## src/rtl/adc_acq_pkg.sv

```systemverilog
// Shared definitions for the ADC acquisition sequencer.
//   acq_state_e : sequencer FSM states
//   DEF_DATA_W  : default ADC sample width
//   OVR_W/SCNT_W: widths of the overrun and sample counters
//   cnt_w()     : width needed to hold values 0..n-1 (minimum 1 bit)
package adc_acq_pkg;

    typedef enum logic [1:0] {
        ST_IDLE  = 2'd0,
        ST_START = 2'd1,
        ST_WAIT  = 2'd2,
        ST_PUSH  = 2'd3
    } acq_state_e;

    localparam int DEF_DATA_W = 24;
    localparam int OVR_W      = 16;
    localparam int SCNT_W     = 32;

    function automatic int cnt_w(input int n);
        return (n < 2) ? 1 : $clog2(n);
    endfunction

endpackage

```

## src/rtl/adc_period_tick.sv

```systemverilog
// Sample-period pacer. Free-runs 0..PERIOD-1 while enabled and emits a
// one-cycle tick on the last count; held at 0 while disabled so the first
// tick after enabling lands PERIOD-1 cycles later.
//   i_clk  : system clock
//   i_rst  : asynchronous reset, active-low
//   i_en   : enable counting
//   o_tick : one-cycle tick (combinational from the count)
module adc_period_tick
    import adc_acq_pkg::*;
#(
    parameter int PERIOD = 1000
) (
    input  logic i_clk,
    input  logic i_rst,
    input  logic i_en,
    output logic o_tick
);

    localparam int              CW   = cnt_w(PERIOD);
    localparam logic [CW-1:0]   LAST = CW'(PERIOD - 1);

    logic [CW-1:0] cnt;

    always_ff @(posedge i_clk or negedge i_rst) begin
        if (!i_rst) begin
            cnt <= '0;
        end else if (!i_en || cnt == LAST) begin
            cnt <= '0;
        end else begin
            cnt <= cnt + 1'b1;
        end
    end

    assign o_tick = i_en && (cnt == LAST);

endmodule

```

## src/rtl/adc_acq_sequencer.sv

```systemverilog
// ADC acquisition sequencer for one channel. On every period tick it pulses
// a conversion start, waits (bounded by TIMEOUT) for the SPI read to finish
// and forwards the word as a one-cycle push into the moving-sum datapath.
//   i_clk/i_rst      : clock, asynchronous active-low reset
//   i_en             : enable periodic sampling
//   i_flush          : restart window fill count
//   i_err_clr        : clear sticky o_timeout
//   o_cnv_start      : one-cycle conversion start pulse
//   i_spi_done       : read complete, i_spi_data valid
//   i_spi_data       : raw ADC word
//   o_adc_data       : last pushed sample (held between pushes)
//   o_adc_valid      : one-cycle push strobe
//   o_window_full    : moving sum covers WINDOW real samples
//   o_timeout        : sticky wait timeout flag
//   o_overrun_cnt    : ticks dropped while busy (saturating)
//   o_sample_cnt     : total pushes since reset (wrapping)
module adc_acq_sequencer
    import adc_acq_pkg::*;
#(
    parameter int SAMPLE_PERIOD = 1000,
    parameter int TIMEOUT       = 200,
    parameter int WINDOW        = 16,
    parameter int DATA_W        = DEF_DATA_W
) (
    input  logic              i_clk,
    input  logic              i_rst,
    input  logic              i_en,
    input  logic              i_flush,
    input  logic              i_err_clr,
    output logic              o_cnv_start,
    input  logic              i_spi_done,
    input  logic [DATA_W-1:0] i_spi_data,
    output logic [DATA_W-1:0] o_adc_data,
    output logic              o_adc_valid,
    output logic              o_window_full,
    output logic              o_timeout,
    output logic [OVR_W-1:0]  o_overrun_cnt,
    output logic [SCNT_W-1:0] o_sample_cnt
);

    localparam int                WCNT_W    = cnt_w(TIMEOUT);
    localparam int                FILL_W    = cnt_w(WINDOW + 2);
    localparam logic [WCNT_W-1:0] WAIT_LAST = WCNT_W'(TIMEOUT - 1);
    localparam logic [FILL_W-1:0] FILL_MAX  = FILL_W'(WINDOW + 1);
    localparam logic [FILL_W-1:0] FULL_AT   = FILL_W'(WINDOW);

    acq_state_e        state;
    logic [WCNT_W-1:0] wait_cnt;
    logic [FILL_W-1:0] fill_cnt;
    logic              tick;

    adc_period_tick #(.PERIOD(SAMPLE_PERIOD)) u_tick (
        .i_clk  (i_clk),
        .i_rst  (i_rst),
        .i_en   (i_en),
        .o_tick (tick)
    );

    // Sequencer FSM. o_adc_data doubles as the latch for the SPI word, so the
    // value pushed in PUSH stays visible until the next push.
    always_ff @(posedge i_clk or negedge i_rst) begin
        if (!i_rst) begin
            state         <= ST_IDLE;
            wait_cnt      <= '0;
            o_cnv_start   <= 1'b0;
            o_adc_valid   <= 1'b0;
            o_adc_data    <= '0;
            o_timeout     <= 1'b0;
            o_overrun_cnt <= '0;
        end else begin
            o_cnv_start <= 1'b0;
            o_adc_valid <= 1'b0;
            if (i_err_clr) o_timeout <= 1'b0;
            // A tick is only honoured in IDLE; otherwise it is lost and counted.
            if (tick && state != ST_IDLE && o_overrun_cnt != '1)
                o_overrun_cnt <= o_overrun_cnt + 1'b1;
            unique case (state)
                ST_IDLE: begin
                    if (tick) begin
                        state       <= ST_START;
                        o_cnv_start <= 1'b1;
                    end
                end
                ST_START: begin
                    state    <= ST_WAIT;
                    wait_cnt <= '0;
                end
                ST_WAIT: begin
                    // done beats a timeout landing in the same cycle
                    if (i_spi_done) begin
                        state       <= ST_PUSH;
                        o_adc_valid <= 1'b1;
                        o_adc_data  <= i_spi_data;
                    end else if (wait_cnt == WAIT_LAST) begin
                        state     <= ST_IDLE;
                        o_timeout <= 1'b1;   // after err_clr above: set wins
                    end else begin
                        wait_cnt <= wait_cnt + 1'b1;
                    end
                end
                ST_PUSH: state <= ST_IDLE;
                default: state <= ST_IDLE;
            endcase
        end
    end

    // Push bookkeeping runs in the PUSH cycle (o_adc_valid high). The datapath
    // sum lags one push, so "full" needs WINDOW+1 pushes.
    always_ff @(posedge i_clk or negedge i_rst) begin
        if (!i_rst) begin
            fill_cnt      <= '0;
            o_window_full <= 1'b0;
            o_sample_cnt  <= '0;
        end else begin
            if (o_adc_valid) o_sample_cnt <= o_sample_cnt + 1'b1;
            if (i_flush) begin
                fill_cnt      <= '0;
                o_window_full <= 1'b0;
            end else if (o_adc_valid && fill_cnt != FILL_MAX) begin
                fill_cnt      <= fill_cnt + 1'b1;
                o_window_full <= (fill_cnt == FULL_AT);
            end
        end
    end

endmodule

```

## config.mk

```make
export PLATFORM = sky130hd
export DESIGN_NAME = adc_acq_sequencer
export DESIGN_NICKNAME = d
export VERILOG_FILES = /design/src/rtl/adc_acq_pkg.sv /design/src/rtl/adc_period_tick.sv /design/src/rtl/adc_acq_sequencer.sv
export SDC_FILE = /design/constraint.sdc
export NUM_CORES = 1
export LEC_CHECK = 0
export ABC_AREA = 1
export BUFFER_PORTS_ARGS = -buffer_cell sky130_fd_sc_hd__buf_2
export CAP_MARGIN = 20
export CORE_MARGIN = 3
export CORE_UTILIZATION = 45
export DETAILED_ROUTE_END_ITERATION = 10
export HOLD_SLACK_MARGIN = 0.08
export PLACE_DENSITY = 0.71
export SYNTH_ARGS = -nofsm -noshare
export SYNTH_HDL_FRONTEND = slang
export SYNTH_SLANG_ARGS = --single-unit
```

## constraint.sdc

```tcl
create_clock -name i_clk -period 3.73 [get_ports i_clk]
set_clock_uncertainty 0.1 [all_clocks]
set_input_delay 0.1865 -clock i_clk [delete_from_list [all_inputs] [get_ports i_clk]]
set_output_delay 0.1865 -clock i_clk [all_outputs]
set_load 0.01 [all_outputs]
```

==> After elaboration in Yosys (flattened, before gate mapping) <==
Cells that the tools add are included.
{ "totals": {"ff_bits": 101, "latch_bits": 0, "ram_bits": 0, "mem_bits_ro": 0, "input_bits": 30, "output_inout_bits": 76, "word_cells": 61, "memories": 0} }
{ "op_classes": {"n_addsub": 5, "mul": 0, "div": 0, "magnitude_cmp": 0, "eq_ne": 12, "n_shift": 0, "n_mux": 20, "n_bitwise": 0, "n_reduce_logical": 13} }
{ "ops": {"columns": ["cell", "count"], "rows": [
  ["$add A32 B1 Y32 const B", 1],
  ["$add A16 B1 Y16 const B", 1],
  ["$mux W8", 2],
  ["$ne A16 B16 Y1 const B", 1],
  ["$pmux W8 S2", 1],
  ["$add A10 B1 Y10 const B", 1],
  ["$eq A10 B10 Y1 const B", 1],
  ["$mux W1", 10],
  ["$mux W10", 1],
  ["$mux W5", 2],
  ["$add A8 B1 Y8 const B", 1],
  ["$eq A8 B8 Y1 const B", 1],
  ["$pmux W2 S4", 1],
  ["$mux W2", 3],
  ["$ne A2 B2 Y1 const B", 3],
  ["$reduce_bool A2 Y1", 3],
  ["$add A5 B1 Y5 const B", 1],
  ["$eq A5 B5 Y1 const B", 1],
  ["$ne A5 B5 Y1 const B", 1],
  ["$eq A2 B2 Y1 const B", 2],
  ["$logic_and A1 B1 Y1", 4],
  ["$reduce_and A2 Y1", 2],
  ["$ne A3 B3 Y1 const B", 1],
  ["$reduce_and A3 Y1", 1],
  ["4 further kinds", 4]
]} }

==> Depth between registers and ports, before layout <==
{ "depth": {"depth_word": 4, "ltp_mapped": 11, "depth_no_buf": 10} }

==> Modules after synthesis <==
From an unflattened synthesis, not the netlist that was laid out.
{ "unflattened": {"hier_cells": 653, "hier_area_um2": 5146.2} }
{ "by_module_without_submodules": {"columns": ["mod", "n_inst", "cells_each", "area_each_um2", "seq_area_each_um2"], "rows": [
  ["adc_acq_sequencer", 1, 582, 4598.2, 2277.2],
  ["adc_period_tick", 1, 71, 548.0, 250.2]
]} }

==> Worst setup path after synthesis <==
OpenSTA, ideal clock, no wires.
{ "synth_timing": {"path_type": "reg-to-reg", "start": "register o_overrun_cnt[0]", "end": "register o_overrun_cnt[7]", "setup_ns": 0.117, "t_arrival_ns": 1.366, "t_required_ns": 3.513, "path_slack_ns": 2.147, "path_stages_with_launch": 11, "path_buffers": 1, "period_less_slack_ns": 1.583, "cell_sequence": "dfrtp_1 -> ha_1 -> nand3_2 -> inv_2 -> nand2_4 -> clkinv_4 -> nand2_4 -> nand3_4 -> buf_12 -> nand2_1 -> nand2_1"} }
{ "synth_via": {"elab_chain_len": 2, "elab_cells_between_ends": 3, "classes_between": "add/sub (1); eq/ne (1); reduce/logical (1)"} }
{ "synth_lines": {"columns": ["item", "line", "rtl"], "rows": [
  ["start, declared", "adc_acq_sequencer.sv:37", "output logic [OVR_W-1:0] o_overrun_cnt,"],
  ["start signal, assigned", "adc_acq_sequencer.sv:76", "o_overrun_cnt <= o_overrun_cnt + 1'b1;"],
  ["parallel branches: the longest is 2 deep, another holds $add A16 B1 Y16", null, null]
]} }
Parallel ways; which one is timed is not known.
A chain may end at the register's enable or synchronous reset.

==> Worst setup path in the final report <==
{ "layout_timing": {"start": "register state[0]", "end": "register o_adc_data[20]"} }
{ "layout_via": {"elab_chain_len": 2} }
{ "layout_lines": {"columns": ["item", "line", "rtl"], "rows": [
  ["start, declared", "adc_acq_sequencer.sv:47", "acq_state_e state;"],
  ["start signal, assigned", "adc_acq_sequencer.sv:63", "state <= ST_IDLE;"],
  ["start signal, assigned", "adc_acq_sequencer.sv:80", "state <= ST_START;"],
  ["start signal, assigned", "adc_acq_sequencer.sv:85", "state <= ST_WAIT;"],
  ["$eq A2 B2 Y1", "adc_acq_sequencer.sv:77", "unique case (state)"],
  ["$reduce_and A2 Y1 (no source line)", null, null],
  ["end signal, assigned", "adc_acq_sequencer.sv:93", "o_adc_data <= i_spi_data;"],
  ["end, declared", "adc_acq_sequencer.sv:33", "output logic [DATA_W-1:0] o_adc_data,"]
]} }
No other way between the ends.

==> flow_metrics.py <==
metrics = {
    "run_status": {
        "outcome": "finished, final reports clean",
    },
    "critical_path": {
        "crit_top_cell": "nand2_1",
        "worst_setup_path_end_kind": "register",
        "cp.required_ps": 3860,
        "ff2ff_path_depth": 6,
        "r2r_slack_ps": 1810,
        "crit_arrival_ps": 2050,
        "critPathMaxFanout": 26,
        "worstSetupStartpointType": "register",
        "max_stage_delay_ps": 490,
        "critPathKind": "reg2reg",
        "cp_slowest_cell": "nor2_4",
        "cp_cell_sequence": "inv_1 > nand2_2 > nor2_4 > inv_2 > nand2_1 > nand2_1",
    },
    "clock_tree": {
        "cts_max_level": 3,
        "cts_tree": "done",
        "path_clk_slew_ps": 60,
        "root_buffer": "clkbuf_16",
        "cts_resized": 0,
        "insertion_delay_ps": 350,
        "clock-sinks": 101,
        "clockBufferDepth": 2,
        "cts_buffers": 9,
    },
    "route": {
        "drc": 0,
        "vias_per_cell": 5.03,
        "antenna_left": 0,
        "drt-total-wl_um": 12300,
        "num_vias": 4750,
        "drtIter0Drc": 413,
        "drt_first_pass_iters": 5,
        "wl_per_cell_um": 13.0,
    },
    "hold_path": {
        "min-delay-path-class": "in2async",
    },
    "pwr": {
        "intPower_w": 0.00200,
        "power_switching_w": 0.000970,
        "p_sw_share_pct": 32.7,
        "power_frac_seq_pct": 48.2,
        "clock_power_share_pct": 28.9,
        "peakVddDrop_uv": 424,
        "cellLeakagePower_nw": 3.43,
        "pwr-share-comb_pct": 23.0,
        "power_density_mw_per_mm2": 454,
    },
    "placed_design": {
        "place_congestion": 0.856,
        "dp.cells": 899,
        "place_ws_ps": 1820,
        "dp_hpwl_um": 8810,
        "io_buffers": 105,
        "postPlaceCellArea_mm2": 0.00594,
    },
    "logic_synthesis": {
        "synth-seq-area-share_pct": 47.8,
        "synthDistinctLibCells": 36,
        "syn_inst": 660,
        "syn-num-nets": 697,
        "ys_ff_latch": 101,
        "syn_area_mm2": 0.00529,
        "avgSynthCellArea_um2": 8.01,
        "yosys_warnings": 0,
    },
    "floorplanning": {
        "die_area_mm2": 0.0131,
        "die_w_um": 114,
        "die_h_um": 114,
        "core_area_mm2": 0.0112,
        "initial_core_util_pct": 47.3,
        "pin_count": 106,
        "rows": 38,
    },
    "final_layout": {
        "num_antenna_cells": 0,
        "layout_common_cells": "nand2_1, buf_2, dfrtp_1",
        "fin_cells": 945,
        "layout-drive-gt1-share_pct": 20.6,
        "design_area_mm2": 0.00653,
        "synthToLayoutAreaGrowth_pct": 23.5,
        "final_common_cell": "nand2_1",
        "layout.nets": 838,
    },
    "timing": {
        "setup_viol": 0,
        "finalCritPeriodShare_pct": 51.4,
        "setup_slack_ps": 1810,
        "grt_setup_unrepaired": "no",
        "slew_viol_final": 0,
        "tightest_slew_ps": 596,
        "finalHoldViolCount": 0,
        "period_minus_slack_ps": 1920,
        "fin_tns_setup_ps": 0,
        "fin_worst_hold_slack_ps": 266,
        "slew_headroom_pct": 60.2,
        "timing.fmax_ghz": 0.521,
    },
    "job": {
        "max_cap_violations": 0,
    },
    "grt": {
        "grt_max_degree": 84,
        "grtUsageTotal_pct": 20.3,
        "grt.overflow.total": 0,
        "antenna_found_initial": 0,
        "grt_pass1_wl_um": 21400,
        "first_global_vias": 4642,
    },
}
critical path, delay by kind of cell (launching register included):
| family | cells | cell delay [ps] |
|---|---|---|
| and+or+nand+nor | 4 | 870 |
| buffers and inverters | 2 | 470 |
| DFF | 1 | 360 |
cell families after synthesis:
kind of cell,synth area share (%)
and+or+nand+nor,37.2
buffers and inverters,6.30
adders and majority gates,1.66
DFF,47.8
xor gates and xnor gates,4.64
AOI/OAI and AO/OA,2.39
registers in the layout (all words and copies together) (netlist names):
| name | count |
|---|---|
| o_adc_data | 24 |
| o_sample_cnt | 32 |
| wait_cnt | 8 |
| o_cnv_start | 1 |
| state | 2 |
| fill_cnt | 5 |
| o_overrun_cnt | 16 |
| o_window_full | 1 |
| u_tick.cnt | 10 |
| o_adc_valid | 1 |
| o_timeout | 1 |
what timing repair did:
action | 4_1_cts | 5_1_grt
hold buffers | 30 | 0
hold endpoints to repair | 111 | 0
buffers inserted | 0 | 0
cell usage after synthesis (all sizes together):
cell	number	share of area, %
nand3b	6	0.85
o21ai	14	1.3
xor2	19	3.1
buf	6	1.0
clkbuf	1	0.071
ha	7	1.7
o31ai	2	0.28
and2	1	0.12
a21oi	4	0.38
nor2	73	6.8
nor3b	5	0.80
inv	71	5.0
nor3	14	1.3
xnor2	9	1.5
clkinv	1	0.17
dfrtp	101	48
a211oi	1	0.14
nand2	241	18
nand3	56	6.2
o21bai	1	0.14
o22ai	1	0.12
nand4	26	3.2
metal layers:
| metal | part of all wire (%) | GRT usage [%] |
|---|---|---|
| met5 | 0 | 0 |
| met4 | 2.5 | 7.36 |
| met3 | 5.0 | 5.18 |
| met2 | 47 | 33.4 |
| met1 | 45 | 25.9 |
cell type report:
cell class,instances,area [µm²]
clock buffers,10,239
clock inverters,5,27.5
fillers,997,4650
inverters,72,275
multi-input cells,480,2420
flip-flops and latches,101,2530
well taps,140,175
repair buffers,137,856
final timing paths:
check | start | end
min reg2reg | o_adc_data[2]$_DFFE_PN0P_ | o_adc_data[2]$_DFFE_PN0P_
max | state[0]$_DFFE_PN0P_ | o_adc_data[20]$_DFFE_PN0P_
max reg2reg | state[0]$_DFFE_PN0P_ | o_adc_data[20]$_DFFE_PN0P_
min | i_rst | o_sample_cnt[0]$_DFFE_PN0P_
min in group i_clk | o_adc_data[2]$_DFFE_PN0P_ | o_adc_data[2]$_DFFE_PN0P_
max in group asynchronous | i_rst | o_adc_data[19]$_DFFE_PN0P_
power groups by stage:
stage          logic (W)  registers [W]  clock network [W]
4_1_cts         0.000683        0.00143           0.000885
6_report        0.000681        0.00143           0.000857
3_3_place_gp    0.000634        0.00144                  0
2_1_floorplan   0.000320        0.00148                  0
3_5_place_dp    0.000657        0.00145                  0
5_1_grt         0.000769        0.00145           0.000925
metrics by stage:
step	power (W)	util, %
floorplan	0.00180	-
global placement	0.00207	53.1
detailed placement	0.00210	53.1
CTS	0.00300	58.2
global route	0.00314	58.4
finish	0.00297	58.4
No activity file was read; power rests on OpenSTA's default activity.
